==> config.mk <==
export PLATFORM = sky130hd
export DESIGN_NAME = load_store_unit
export DESIGN_NICKNAME = d
export VERILOG_FILES = /design/src/rtl/lsu_pkg.sv /design/src/rtl/lsu_lane_align.sv /design/src/rtl/load_store_unit.sv
export SDC_FILE = /design/constraint.sdc
export NUM_CORES = 1
export LEC_CHECK = 0
export ABC_CLOCK_PERIOD_IN_PS = 6600
export CAP_MARGIN = 0
export CELL_PAD_IN_SITES_DETAIL_PLACEMENT = 2
export CELL_PAD_IN_SITES_GLOBAL_PLACEMENT = 2
export CORE_MARGIN = 1
export CORE_UTILIZATION = 30
export DETAILED_ROUTE_END_ITERATION = 8
export GPL_ROUTABILITY_DRIVEN = 0
export PLACE_DENSITY_LB_ADDON = 0.1
export SLEW_MARGIN = 20
export SYNTH_ARGS = -nofsm -noshare
export SYNTH_HDL_FRONTEND = slang
export SYNTH_SLANG_ARGS = --single-unit
==> constraint.sdc <==
create_clock -name clk -period 6.6 [get_ports clk]
set_input_delay 0.66 -clock clk [delete_from_list [all_inputs] [get_ports clk]]
set_output_delay 0.66 -clock clk [all_outputs]
set_load 0.005 [all_outputs]
==> src/rtl/lsu_pkg.sv <==
// rtl/lsu_pkg.sv - shared encodings and state type for the load/store unit
package lsu_pkg;

    localparam logic [1:0] SZ_BYTE = 2'b00;
    localparam logic [1:0] SZ_HALF = 2'b01;
    localparam logic [1:0] SZ_WORD = 2'b10;
    localparam logic [1:0] SZ_ILL  = 2'b11;

    // 128 words x 4 bytes = 2^9 bytes of addressable data memory
    localparam int ADDR_LIMIT_BITS_DEF = 9;

    typedef enum logic [2:0] {
        ST_IDLE,
        ST_RD,
        ST_WR,
        ST_FAULT,
        ST_RESP
    } lsu_state_t;

endpackage

==> src/rtl/lsu_lane_align.sv <==
// rtl/lsu_lane_align.sv - byte/half lane extraction, extension and store merge
module lsu_lane_align
    import lsu_pkg::*;
(
    input  logic [1:0]  offset,
    input  logic [1:0]  size,
    input  logic        zero_ext,
    input  logic [31:0] old_word,
    input  logic [31:0] store_data,
    output logic [31:0] load_value,
    output logic [31:0] merged_word
);

    logic [7:0]  byte_sel;
    logic [15:0] half_sel;

    // Little-endian lane select; loads extend the lane, stores replace only that lane
    always_comb begin
        byte_sel    = old_word[{offset, 3'b000} +: 8];
        half_sel    = old_word[{offset[1], 4'b0000} +: 16];
        load_value  = old_word;
        merged_word = old_word;
        case (size)
            SZ_BYTE: begin
                load_value = zero_ext ? {24'h0, byte_sel} : {{24{byte_sel[7]}}, byte_sel};
                merged_word[{offset, 3'b000} +: 8] = store_data[7:0];
            end
            SZ_HALF: begin
                load_value = zero_ext ? {16'h0, half_sel} : {{16{half_sel[15]}}, half_sel};
                merged_word[{offset[1], 4'b0000} +: 16] = store_data[15:0];
            end
            default: begin
                load_value  = old_word;
                merged_word = store_data;
            end
        endcase
    end

endmodule

==> src/rtl/load_store_unit.sv <==
// rtl/load_store_unit.sv - multi-cycle load/store sequencer with sub-word RMW and fault check
module load_store_unit
    import lsu_pkg::*;
#(
    parameter int ADDR_LIMIT_BITS = ADDR_LIMIT_BITS_DEF
) (
    input  logic        clk,
    input  logic        reset,
    input  logic        req_valid,
    output logic        req_ready,
    input  logic        req_we,
    input  logic [1:0]  req_size,
    input  logic        req_unsigned,
    input  logic [31:0] req_addr,
    input  logic [31:0] req_wdata,
    output logic        resp_valid,
    output logic        resp_err,
    output logic [31:0] resp_rdata,
    output logic        MemRead,
    output logic        MemWrite,
    output logic [31:0] address,
    output logic [31:0] WriteData,
    input  logic [31:0] ReadData
);

    lsu_state_t  state;
    logic        r_we;
    logic [1:0]  r_size;
    logic        r_uns;
    logic [1:0]  r_off;
    logic [31:0] r_wdata;
    logic        req_fault;
    logic [31:0] load_value;
    logic [31:0] merged_word;

    // Memory strobes come straight from the state so an async reset drops them at once
    assign req_ready = (state == ST_IDLE);
    assign MemRead   = (state == ST_RD);
    assign MemWrite  = (state == ST_WR);

    // Fault classification of the incoming request, highest priority first
    always_comb begin
        req_fault = 1'b0;
        if (req_size == SZ_ILL)
            req_fault = 1'b1;
        else if (req_size == SZ_HALF && req_addr[0])
            req_fault = 1'b1;
        else if (req_size == SZ_WORD && req_addr[1:0] != 2'b00)
            req_fault = 1'b1;
        else if ((req_addr >> ADDR_LIMIT_BITS) != 32'h0)
            req_fault = 1'b1;
    end

    lsu_lane_align u_align (
        .offset      (r_off),
        .size        (r_size),
        .zero_ext    (r_uns),
        .old_word    (ReadData),
        .store_data  (r_wdata),
        .load_value  (load_value),
        .merged_word (merged_word)
    );

    // Request capture, access sequencing and registered response
    always_ff @(posedge clk or negedge reset) begin
        if (!reset) begin
            state      <= ST_IDLE;
            r_we       <= 1'b0;
            r_size     <= SZ_BYTE;
            r_uns      <= 1'b0;
            r_off      <= 2'b00;
            r_wdata    <= 32'h0;
            resp_valid <= 1'b0;
            resp_err   <= 1'b0;
            resp_rdata <= 32'h0;
            address    <= 32'h0;
            WriteData  <= 32'h0;
        end else begin
            case (state)
                ST_IDLE: begin
                    if (req_valid) begin
                        r_we    <= req_we;
                        r_size  <= req_size;
                        r_uns   <= req_unsigned;
                        r_off   <= req_addr[1:0];
                        r_wdata <= req_wdata;
                        address <= {req_addr[31:2], 2'b00};
                        if (req_fault) begin
                            state <= ST_FAULT;
                        end else if (!req_we) begin
                            state <= ST_RD;
                        end else if (req_size == SZ_WORD) begin
                            WriteData <= req_wdata;
                            state     <= ST_WR;
                        end else begin
                            state <= ST_RD;
                        end
                    end
                end
                ST_RD: begin
                    if (r_we) begin
                        WriteData <= merged_word;
                        state     <= ST_WR;
                    end else begin
                        resp_rdata <= load_value;
                        resp_err   <= 1'b0;
                        resp_valid <= 1'b1;
                        state      <= ST_RESP;
                    end
                end
                ST_WR: begin
                    resp_rdata <= 32'h0;
                    resp_err   <= 1'b0;
                    resp_valid <= 1'b1;
                    state      <= ST_RESP;
                end
                ST_FAULT: begin
                    resp_rdata <= 32'h0;
                    resp_err   <= 1'b1;
                    resp_valid <= 1'b1;
                    state      <= ST_RESP;
                end
                ST_RESP: begin
                    resp_valid <= 1'b0;
                    resp_err   <= 1'b0;
                    state      <= ST_IDLE;
                end
                default: state <= ST_IDLE;
            endcase
        end
    end

endmodule

Word level (Yosys, flattened, before mapping)
Cells that the tools add are included.
{ "classes": {"n_mux": 28, "n_reduce_logical": 17, "n_eq_ne": 14, "addsub": 2, "n_bitwise": 0, "div_mod_pow": 0, "n_shift": 6, "n_mul": 0, "order_cmp": 0} }
{ "ops": {"columns": ["operator", "count"], "rows": [
  ["$mux 32", 8],
  ["$pmux 32 s2", 4],
  ["$bwmux 32", 2],
  ["$reduce_bool 32->1", 1],
  ["$shift 16x7->32 const A", 1],
  ["$shift 8x7->32 const A", 1],
  ["$shiftx 16x7->32", 1],
  ["$shiftx 32x6->16", 1],
  ["$shiftx 32x6->8", 1],
  ["$shiftx 8x7->32", 1],
  ["$neg 5->7", 2],
  ["$pmux 3 s3", 1],
  ["$reduce_and 2->1", 4],
  ["$eq 3x2->1 const B", 2],
  ["$mux 1", 6],
  ["$mux 2", 3],
  ["$mux 3", 2],
  ["$ne 2x1->1 const B", 3],
  ["$ne 2x2->1 const B", 3],
  ["$pmux 1 s3", 2],
  ["$reduce_and 6->1", 1],
  ["$reduce_bool 2->1", 3],
  ["$reduce_bool 3->1", 2],
  ["$eq 2x1->1 const B", 2],
  ["other kinds (7)", 10]
]} }
{ "word_totals": {"latch_bits": 0, "mem_count": 0, "in_bits": 103, "ff_bits": 137, "mem_bits_rw": 0, "romBits": 0, "out_inout_bits": 101, "wordCells": 78} }

Logic depth before layout (Yosys ltp)
Gate-level depths: netlist of the first run.
{ "logic_depth": {"ltp_word": 8, "ltp_mapped": 10} }

By module
Synthesis of the first run repeated with hierarchy kept, for this count alone.
{ "unflattened": {"hier_cells": 747, "hier_area_um2": 8149.1} }
{ "by_module_without_submodules": {"columns": ["module", "cells_each", "seq_area_each_um2", "area_each_um2", "n_inst"], "rows": [
  ["load_store_unit", 491, 3428.3, 6173.4, 1],
  ["lsu_lane_align", 256, 0.0, 1975.6, 1]
]} }

Least setup slack after synthesis of the first run
Ideal clock, no wire load.
{ "synth_timing": {"kind": "reg2reg", "start": "register r_off[1]", "end": "register WriteData[23]", "t_arrival_ns": 2.265, "path_stages_with_launch": 11, "n_path_buf": 3, "path_slack_ns": 4.208, "period_less_slack_ns": 2.392, "cell_sequence": "dfrtp_1 buf_6 inv_1 clkbuf_1 ha_1 nor4bb_1 clkbuf_1 a221oi_1 a211o_1 a21oi_1 mux2_1"} }
{ "synth_between": {"elab_chain_cells": 6, "elab_cells_between_ends": 11} }
{ "synth_rtl": {"columns": ["element", "line_no", "text"], "rows": [
  ["from (decl)", "load_store_unit.sv:30", "logic [1:0] r_off;"],
  ["from (signal assigned)", "load_store_unit.sv:85", "r_off <= req_addr[1:0];"],
  ["$neg 5->7 (on tied branches)", "lsu_lane_align.sv:30, lsu_lane_align.sv:26", null],
  ["$shiftx 16x7->32 (tied with other cells)", "lsu_lane_align.sv:30", "merged_word[{offset[1], 4'b0000} +: 16] = store_data[15:0];"],
  ["$bwmux 32 (on tied branches)", "lsu_lane_align.sv:30, lsu_lane_align.sv:26", null],
  ["$pmux 32 s2 (*)", "lsu_lane_align.sv:23", "case (size)"],
  ["$mux 32 (*)", "load_store_unit.sv:101", "if (r_we) begin"],
  ["$pmux 32 s2 (*)", "load_store_unit.sv:79", "case (state)"],
  ["to (signal assigned)", "load_store_unit.sv:93", "WriteData <= req_wdata;"],
  ["to (signal assigned)", "load_store_unit.sv:102", "WriteData <= merged_word;"],
  ["to (decl)", "load_store_unit.sv:22", "output logic [31:0] WriteData,"]
]} }
Mark *: on every way between the ends. The rest lies on a longest branch, timed or not. The select of a mux whose other input is x is not followed.
A chain may end at the register's enable or synchronous reset.

Worst setup path in the final report of the first run
{ "layout_timing": {"start": "register r_off[1]", "end": "register WriteData[20]"} }
The elaborated chain is that of the path after synthesis.

==> results of run 1 <==
-- per-layer routing --
metal | vias up | GRT usage [%] | part of all wire (%)
li1 | 2859 | - | -
met1 | 3243 | 28.7 | 43
met2 | 214 | 37.6 | 48
met3 | 41 | 7.11 | 6.8
met4 | 0 | 7.17 | 2.1
met5 | - | 0 | 0
-- final cells by class --
type / instances / area (sq um)
Clock buffer: 19 / 443
Clock inverter: 13 / 166
Fill cell: 2502 / 14000
Inverter: 25 / 93.8
Multi-Input combinational cell: 446 / 3590
Sequential cell: 137 / 3430
Tap cell: 324 / 405
Timing Repair Buffer: 209 / 2070
-- registers in the layout (all words and copies together), names as in the netlist --
name / count
WriteData: 32
address: 30
r_off: 2
r_size: 2
r_uns: 1
r_wdata: 32
r_we: 1
resp_err: 1
resp_rdata: 32
resp_valid: 1
state: 3
-- report_power, final --
group	total, mW	switching (mW)	leakage (nW)	internal, mW
Combinational	2.33	1.06	2.24	1.26
Clock	1.02	0.412	0.291	0.608
Sequential	1.68	0.442	1.67	1.24
Total	5.03	1.92	4.20	3.11
-- worst paths after layout --
| path | from | to |
|---|---|---|
| max | r_off[1]$_DFFE_PN0P_ | WriteData[20]$_DFFE_PN0P_ |
| min | reset | resp_rdata[3]$_DFFE_PN0P_ |
| max reg2reg | r_off[1]$_DFFE_PN0P_ | WriteData[20]$_DFFE_PN0P_ |
| min reg2reg | resp_rdata[6]$_DFFE_PN0P_ | resp_rdata[6]$_DFFE_PN0P_ |
| max in group asynchronous | reset | r_size[1]$_DFFE_PN0P_ |
| min in group clk | resp_rdata[6]$_DFFE_PN0P_ | resp_rdata[6]$_DFFE_PN0P_ |
-- cells by family (layout without fill, tap and decap cells) --
kind of cell / count (synthesis) / count (layout) / share of synthesized area (%)
compound gates: 206 / 206 / 21.0
xor+xnor: 1 / 1 / 0.118
fa+ha+maj: 5 / 5 / 0.845
buf+inv: 90 / 266 / 5.64
flops: 137 / 137 / 46.3
mux: 122 / 122 / 19.1
other cells: 1 / 2 / 0.0506
simple gates: 110 / 110 / 6.98
-- cells in the final DEF, fill, tap and decap left out, types with 3 or more instances in the layout --
cell / synthesis / routed
clkdlybuf4s50_1: 0 / 200
bufinv_16: 0 / 3
a21oi_1: 49 / 49
dfrtp_1: 137 / 135
nor4bb_2: 0 / 3
buf_4: 4 / 8
ha_1: 5 / 5
a211o_1: 16 / 16
a22o_1: 31 / 31
clkinvlp_4: 0 / 3
a31oi_1: 3 / 3
mux2_1: 13 / 13
inv_6: 0 / 4
o221ai_1: 3 / 3
a221o_1: 22 / 22
nor2_1: 43 / 43
o21ai_0: 19 / 19
mux2_2: 81 / 81
a221oi_1: 36 / 36
clkbuf_16: 0 / 17
mux2i_1: 22 / 22
o22ai_1: 12 / 12
mux4_2: 6 / 6
nand2_1: 41 / 41
nor4_1: 5 / 5
inv_1: 24 / 24
a22oi_1: 5 / 5
==> key figures, run 1 <==
Placement
  • Post-DP Area: 9580 sq um
  • Port buffer count: 201
  • Placed Cells: 1141
  • Dpl ws: 2.81 ns
  • DP HPWL: 20.4 mm

Worst setup path
  • Critical path class: register to register
  • CP Launch Type: register
  • WP depth: 8
  • CP Max Fanout: 38
  • CP Capture Type: register
  • Buf/Inv on CP: 2
  • Slowest stage delay, CP: 0.87 ns
  • Reg2reg path depth: 8
  • CP max stage cell: nor4bb_2
  • Worst endpoint required time: 6.97 ns
  • CP arrival: 4.06 ns
  • Top delay family on crit path: buffers and inverters
  • Crit path cell chain: buf_4 -> inv_1 -> ha_1 -> nor4bb_2 -> a221oi_1 -> a211o_1 -> a21oi_1 -> mux2_1
  • R2r setup slk: 2.91 ns

Clock tree
  • Clock latency on the worst-skew pair: 0.44 ns
  • CTS resizes: 0
  • CTS max path bufs: 2
  • CTS tree: built
  • Postcts setup bufs: 0
  • CTS Sinks: 137
  • Clock slew at reported path FFs: 0.07 ns
  • CTS Buf Count: 17
  • Hold buffer count at CTS: 0
  • CTS H-tree depth: 4
  • CTS root buf: clkbuf_16

Timing
  • Min Tclk post-route: 3.69 ns
  • Hold_ws: 0.212 ns
  • RSZ-0062 raised after global routing: no
  • Post-route setup slack: 2.91 ns
  • Setup violators final: 0
  • Worst Clk Skew: 0.0130 ns
  • Fmax achieved: 0.271 GHz
  • Final Hold Vio Count: 0
  • Final max-slew violation count: 0
  • Crit share post-route: 55.9%
  • Actual slew at the worst max-slew pin: 1.16 ns
  • Sum Neg Setup Slack: 0 ns
  • Relative slew slack: 22.2%

Routing
  • Post-DR vias/cell: 5.42
  • DRT iter0 DRCs: 366
  • Vias: 6357
  • Post-DRT Antenna Nets: 0
  • Final WL: 28.5 mm
  • DR DRC count: 0
  • Wire length per cell: 24.3 microns
  • 1st-pass router iterations: 4

Finish
  • Design Area, Final: 10200 sq um
  • Diode count: 0
  • Fin util: 42.1%
  • Nets: 944
  • Area delta synth->final: 37.7%
  • Fin cells: 1173
  • Share of cells above drive strength 1: 16.8%

Floorplanning
  • Die Wd: 159 microns
  • Die Span Y: 159 microns
  • Core Box Area: 24200 sq um
  • Die area: 25300 sq um
  • # IOs: 204
  • Rows: 57
  • Initial Util: 30.5%

Synthesis
  • Top cells by area, synth: dfrtp_1 46%, mux2_2 12%, a221oi_1 4.3%
  • Synth cell count leaders: 137 x dfrtp_1, 81 x mux2_2, 49 x a21oi_1
  • Gate count of the mapped netlist: 672
  • Syn_area_per_cell: 11.0 sq um
  • Number of synthesized register bits: 137
  • Largest area contributor in the netlist: dfrtp_1
  • Unique cell type count in the Yosys netlist: 52
  • Post-synth top flop: dfrtp_1
  • Post-synth top area share: 46.3%
  • Most common cell in the synthesized netlist: dfrtp_1
  • Syn. warnings: 0
  • Seq/Total Area, Yosys: 46.3%
  • EDFF count, synth: 0
  • Mapped Area: 7400 sq um
  • FFs w/ async S/R, synth: 100%

Power
  • VDD IR max: 0.189 mV
  • Pwr/cell area: 493 nW/um^2
  • Static leakage: 4.20 nW
  • Post-layout power: 5.03 mW

Job
  • Max cap viols: 0

Global routing
  • First-pass GRT wire length: 44.4 mm
  • Largest net degree at the start of global routing: 74
  • Vias in the first global route: 7165
  • GR Overflow Total: 0
  • Total GRT Usage: 22.9%
  • Initial antenna violation count: 1

Min path
  • Hold Crit Class: input pin to asynchronous set/reset pin

Status
  • Run status: finished clean
Power figures use the tool's default switching activity.
==> run 2: changes to the inputs <==
Settings changed: ABC_CLOCK_PERIOD_IN_PS 6600 to 3500.
Clock period 6.6 ns to 3.5 ns, I/O delays scaled along.
==> run 2 against run 1 <==
The flow now finishes with violations (hold timing). Non-clock buffer count is 8 higher. Core utilization hardly changed. Via count is 2.1% higher. Global-route usage is 0.076 points lower. Sequential cell count stayed put. Sequential power is 85% higher. Routed wire length is 1.0% lower. Design area hardly changed. Critical path depth is 2 lower. Largest cell class unchanged.
==> key figures, run 2 (synthesis results as in run 1) <==
Status
  • Run status: finished with violations (was finished clean)
  • Failing checks: hold timing

Power
  • VDD IR max: 0.380 mV (was 0.189 mV)
  • Static leakage: 4.22 nW (was 4.20 nW)
  • Clock network fraction of total power: 18.7% (was 20.3%)
  • Combinational Power Share: 48.2% (was 46.3%)
  • Int Pwr: 5.71 mW (was 3.11 mW)
  • Switching power: 3.64 mW (was 1.92 mW)
  • Reg power frac: 33.1% (was 33.4%)
  • Switching share of total power: 38.9% (was 38.1%)
  • Pwr/cell area: 917 nW/um^2 (was 493 nW/um^2)

Global routing
  • Total GRT Usage: 22.8% (was 22.9%)
  • GR Overflow Total: 0 (unchanged)
  • Largest net degree at the start of global routing: 83 (was 74)
  • Initial antenna violation count: 1 (unchanged)
  • First-pass GRT wire length: 44.1 mm (was 44.4 mm)
  • Vias in the first global route: 7252 (was 7165)

Finish
  • Most common cell after layout, fill and taps aside: clkdlybuf4s50_1 (unchanged)
  • Fin util: 42.1% (about the same)
  • Fill cells: 2497 (was 2502)
  • Nets: 952 (was 944)
  • Biggest registers after layout: WriteData x32, r_wdata x32, resp_rdata x32 (unchanged)
  • Diode count: 0 (unchanged)
  • Share of cells above drive strength 1: 17.4% (was 16.8%)
  • Area delta synth->final: 37.9% (was 37.7%)
  • Most frequent cells in the layout: 200 x clkdlybuf4s50_1, 135 x dfrtp_1, 81 x mux2_2 (unchanged)

Timing
  • Hold_ws: -0.0439 ns (was 0.212 ns)
  • RSZ-0062 raised after global routing: no (unchanged)
  • Setup violators final: 0 (unchanged)
  • Min Tclk post-route: 2.90 ns (was 3.69 ns)
  • Final Hold Vio Count: 16 (was 0)
  • Crit share post-route: 83.0% (was 55.9%)
  • Sum Neg Setup Slack: 0 ns (unchanged)
  • Actual slew at the worst max-slew pin: 0.970 ns (was 1.16 ns)
  • Fmax achieved: 0.344 GHz (was 0.271 GHz)
  • Relative slew slack: 35.3% (was 22.2%)
  • Worst Clk Skew: 0.0109 ns (was 0.0130 ns)
  • Final max-slew violation count: 0 (unchanged)

Worst setup path
  • CP Max Fanout: 34 (was 38)
  • Slowest stage delay, CP: 0.90 ns (was 0.87 ns)
  • CP Launch Type: register (unchanged)
  • Critical path class: register to register (unchanged)
  • CP max stage cell: a2111oi_4 (was nor4bb_2)
  • CP Capture Type: register (unchanged)
  • Worst endpoint required time: 3.86 ns (was 6.97 ns)
  • Crit path cell chain: nor2_4 -> nand2_4 -> inv_2 -> nand2b_2 -> a2111oi_4 -> a221o_1 (was buf_4 -> inv_1 -> ha_1 -> nor4bb_2 -> a221oi_1 -> a211o_1 -> a21oi_1 -> mux2_1)
  • CP arrival: 3.27 ns (was 4.06 ns)

Clock tree
  • CTS tree: built (unchanged)
  • Clock latency on the worst-skew pair: 0.43 ns (was 0.44 ns)
  • Clock slew at reported path FFs: 0.06 ns (was 0.07 ns)
  • CTS Buf Count: 17 (unchanged)
  • CTS max path bufs: 2 (unchanged)
  • CTS Sinks: 137 (unchanged)
  • Hold buffer count at CTS: 0 (unchanged)
  • CTS H-tree depth: 4 (unchanged)
  • Postcts setup bufs: 0 (unchanged)
  • CTS root buf: clkbuf_16 (unchanged)
  • CTS resizes: 0 (unchanged)

Routing
  • Vias: 6488 (was 6357)
  • Post-DRT Antenna Nets: 0 (unchanged)
  • DR DRC count: 0 (unchanged)
  • Post-DR vias/cell: 5.49 (was 5.42)
  • Final WL: 28.2 mm (was 28.5 mm)
  • DRT iter0 DRCs: 352 (was 366)
  • Wire length per cell: 23.9 microns (was 24.3 microns)
  • 1st-pass router iterations: 5 (was 4)

Floorplanning
  • Core Box Area: 24200 sq um (unchanged)
  • Die Wd: 159 microns (unchanged)
  • # IOs: 204 (unchanged)
  • Die area: 25300 sq um (unchanged)
  • Die Span Y: 159 microns (unchanged)
  • Rows: 57 (unchanged)
  • Initial Util: 30.5% (unchanged)

Min path
  • Hold Crit Class: input pin to asynchronous set/reset pin (unchanged)

Placement
  • Port buffer count: 201 (unchanged)
  • DP HPWL: 20.7 mm (was 20.4 mm)

Job
  • Max cap viols: 0 (unchanged)
-- run 2: layout make-up --
cell class | instances | area [sq um] | area share [%]
multi-input cells | 446 | 3570 | 34.9
well taps | 324 | 405 | 3.97
repair buffers | 217 | 2150 | 21.0
clock inverters | 13 | 111 | 1.09
clock buffers | 19 | 453 | 4.44
inverters | 25 | 93.8 | 0.919
flip-flops and latches | 137 | 3430 | 33.6
-- run 2: stage by stage --
| step | worst slack, ns | power, mW | cell area [sq um] | instances | hold slack [ns] |
|---|---|---|---|---|---|
| final | 0.595 | 9.36 | 10200 | 1181 | -0.0439 |
| after global routing | 0.348 | 9.93 | 10200 | 1181 | 0.0112 |
| after CTS | 0.616 | 9.45 | 10200 | 1181 | 0.00126 |
| after detailed placement | 0.638 | 7.64 | 9640 | 1149 | 0.460 |
| after global placement | 0.815 | 7.43 | 9640 | 1149 | 0.442 |
| after floorplan | 1.11 | 5.43 | 7410 | 673 | 0.0544 |
-- run 2: power by group through the flow --
stage               clock, mW  combinational [mW]  sequential, mW
floorplan                   0                2.66            2.77
global placement            0                4.38            3.05
detailed placement          0                4.53            3.12
CTS                      1.78                4.56            3.10
global route             1.85                4.89            3.19
finish                   1.75                4.51            3.10
-- run 2: per-layer routing --
layer / wire length, microns / track usage (%) / vias up
met5: 0 / 0 / -
met4: 715 / 8.65 / 0
met3: 1760 / 6.28 / 42
met2: 14000 / 38.2 / 220
met1: 11700 / 27.9 / 3359
li1: - / - / 2867
-- run 2: path summary, 6_finish.rpt --
kind                                           startpoint                          to  slack [ns]  cells past startpoint
worst max-delay path                 state[1]$_DFFE_PN0P_  resp_rdata[27]$_DFFE_PN0P_        0.60                      6
worst min-delay path                                reset  resp_rdata[28]$_DFFE_PN0P_       -0.04                      1
worst max register to register       state[1]$_DFFE_PN0P_  resp_rdata[27]$_DFFE_PN0P_        0.60                      6
worst min register to register  resp_rdata[1]$_DFFE_PN0P_   resp_rdata[1]$_DFFE_PN0P_        0.47                      2
max in group asynchronous                           reset        state[0]$_DFFE_PN0P_        2.76                      2
min in group clk                resp_rdata[1]$_DFFE_PN0P_   resp_rdata[1]$_DFFE_PN0P_        0.47                      2
-- run 2: critical path: cells and delay by family, from the launching register on --
family,cells,cell delay [ns]
AO/OA/AOI/OAI,2,1.12
buffers and inverters,1,0.43
AND/OR/NAND/NOR,3,0.73
flip-flops,1,0.54
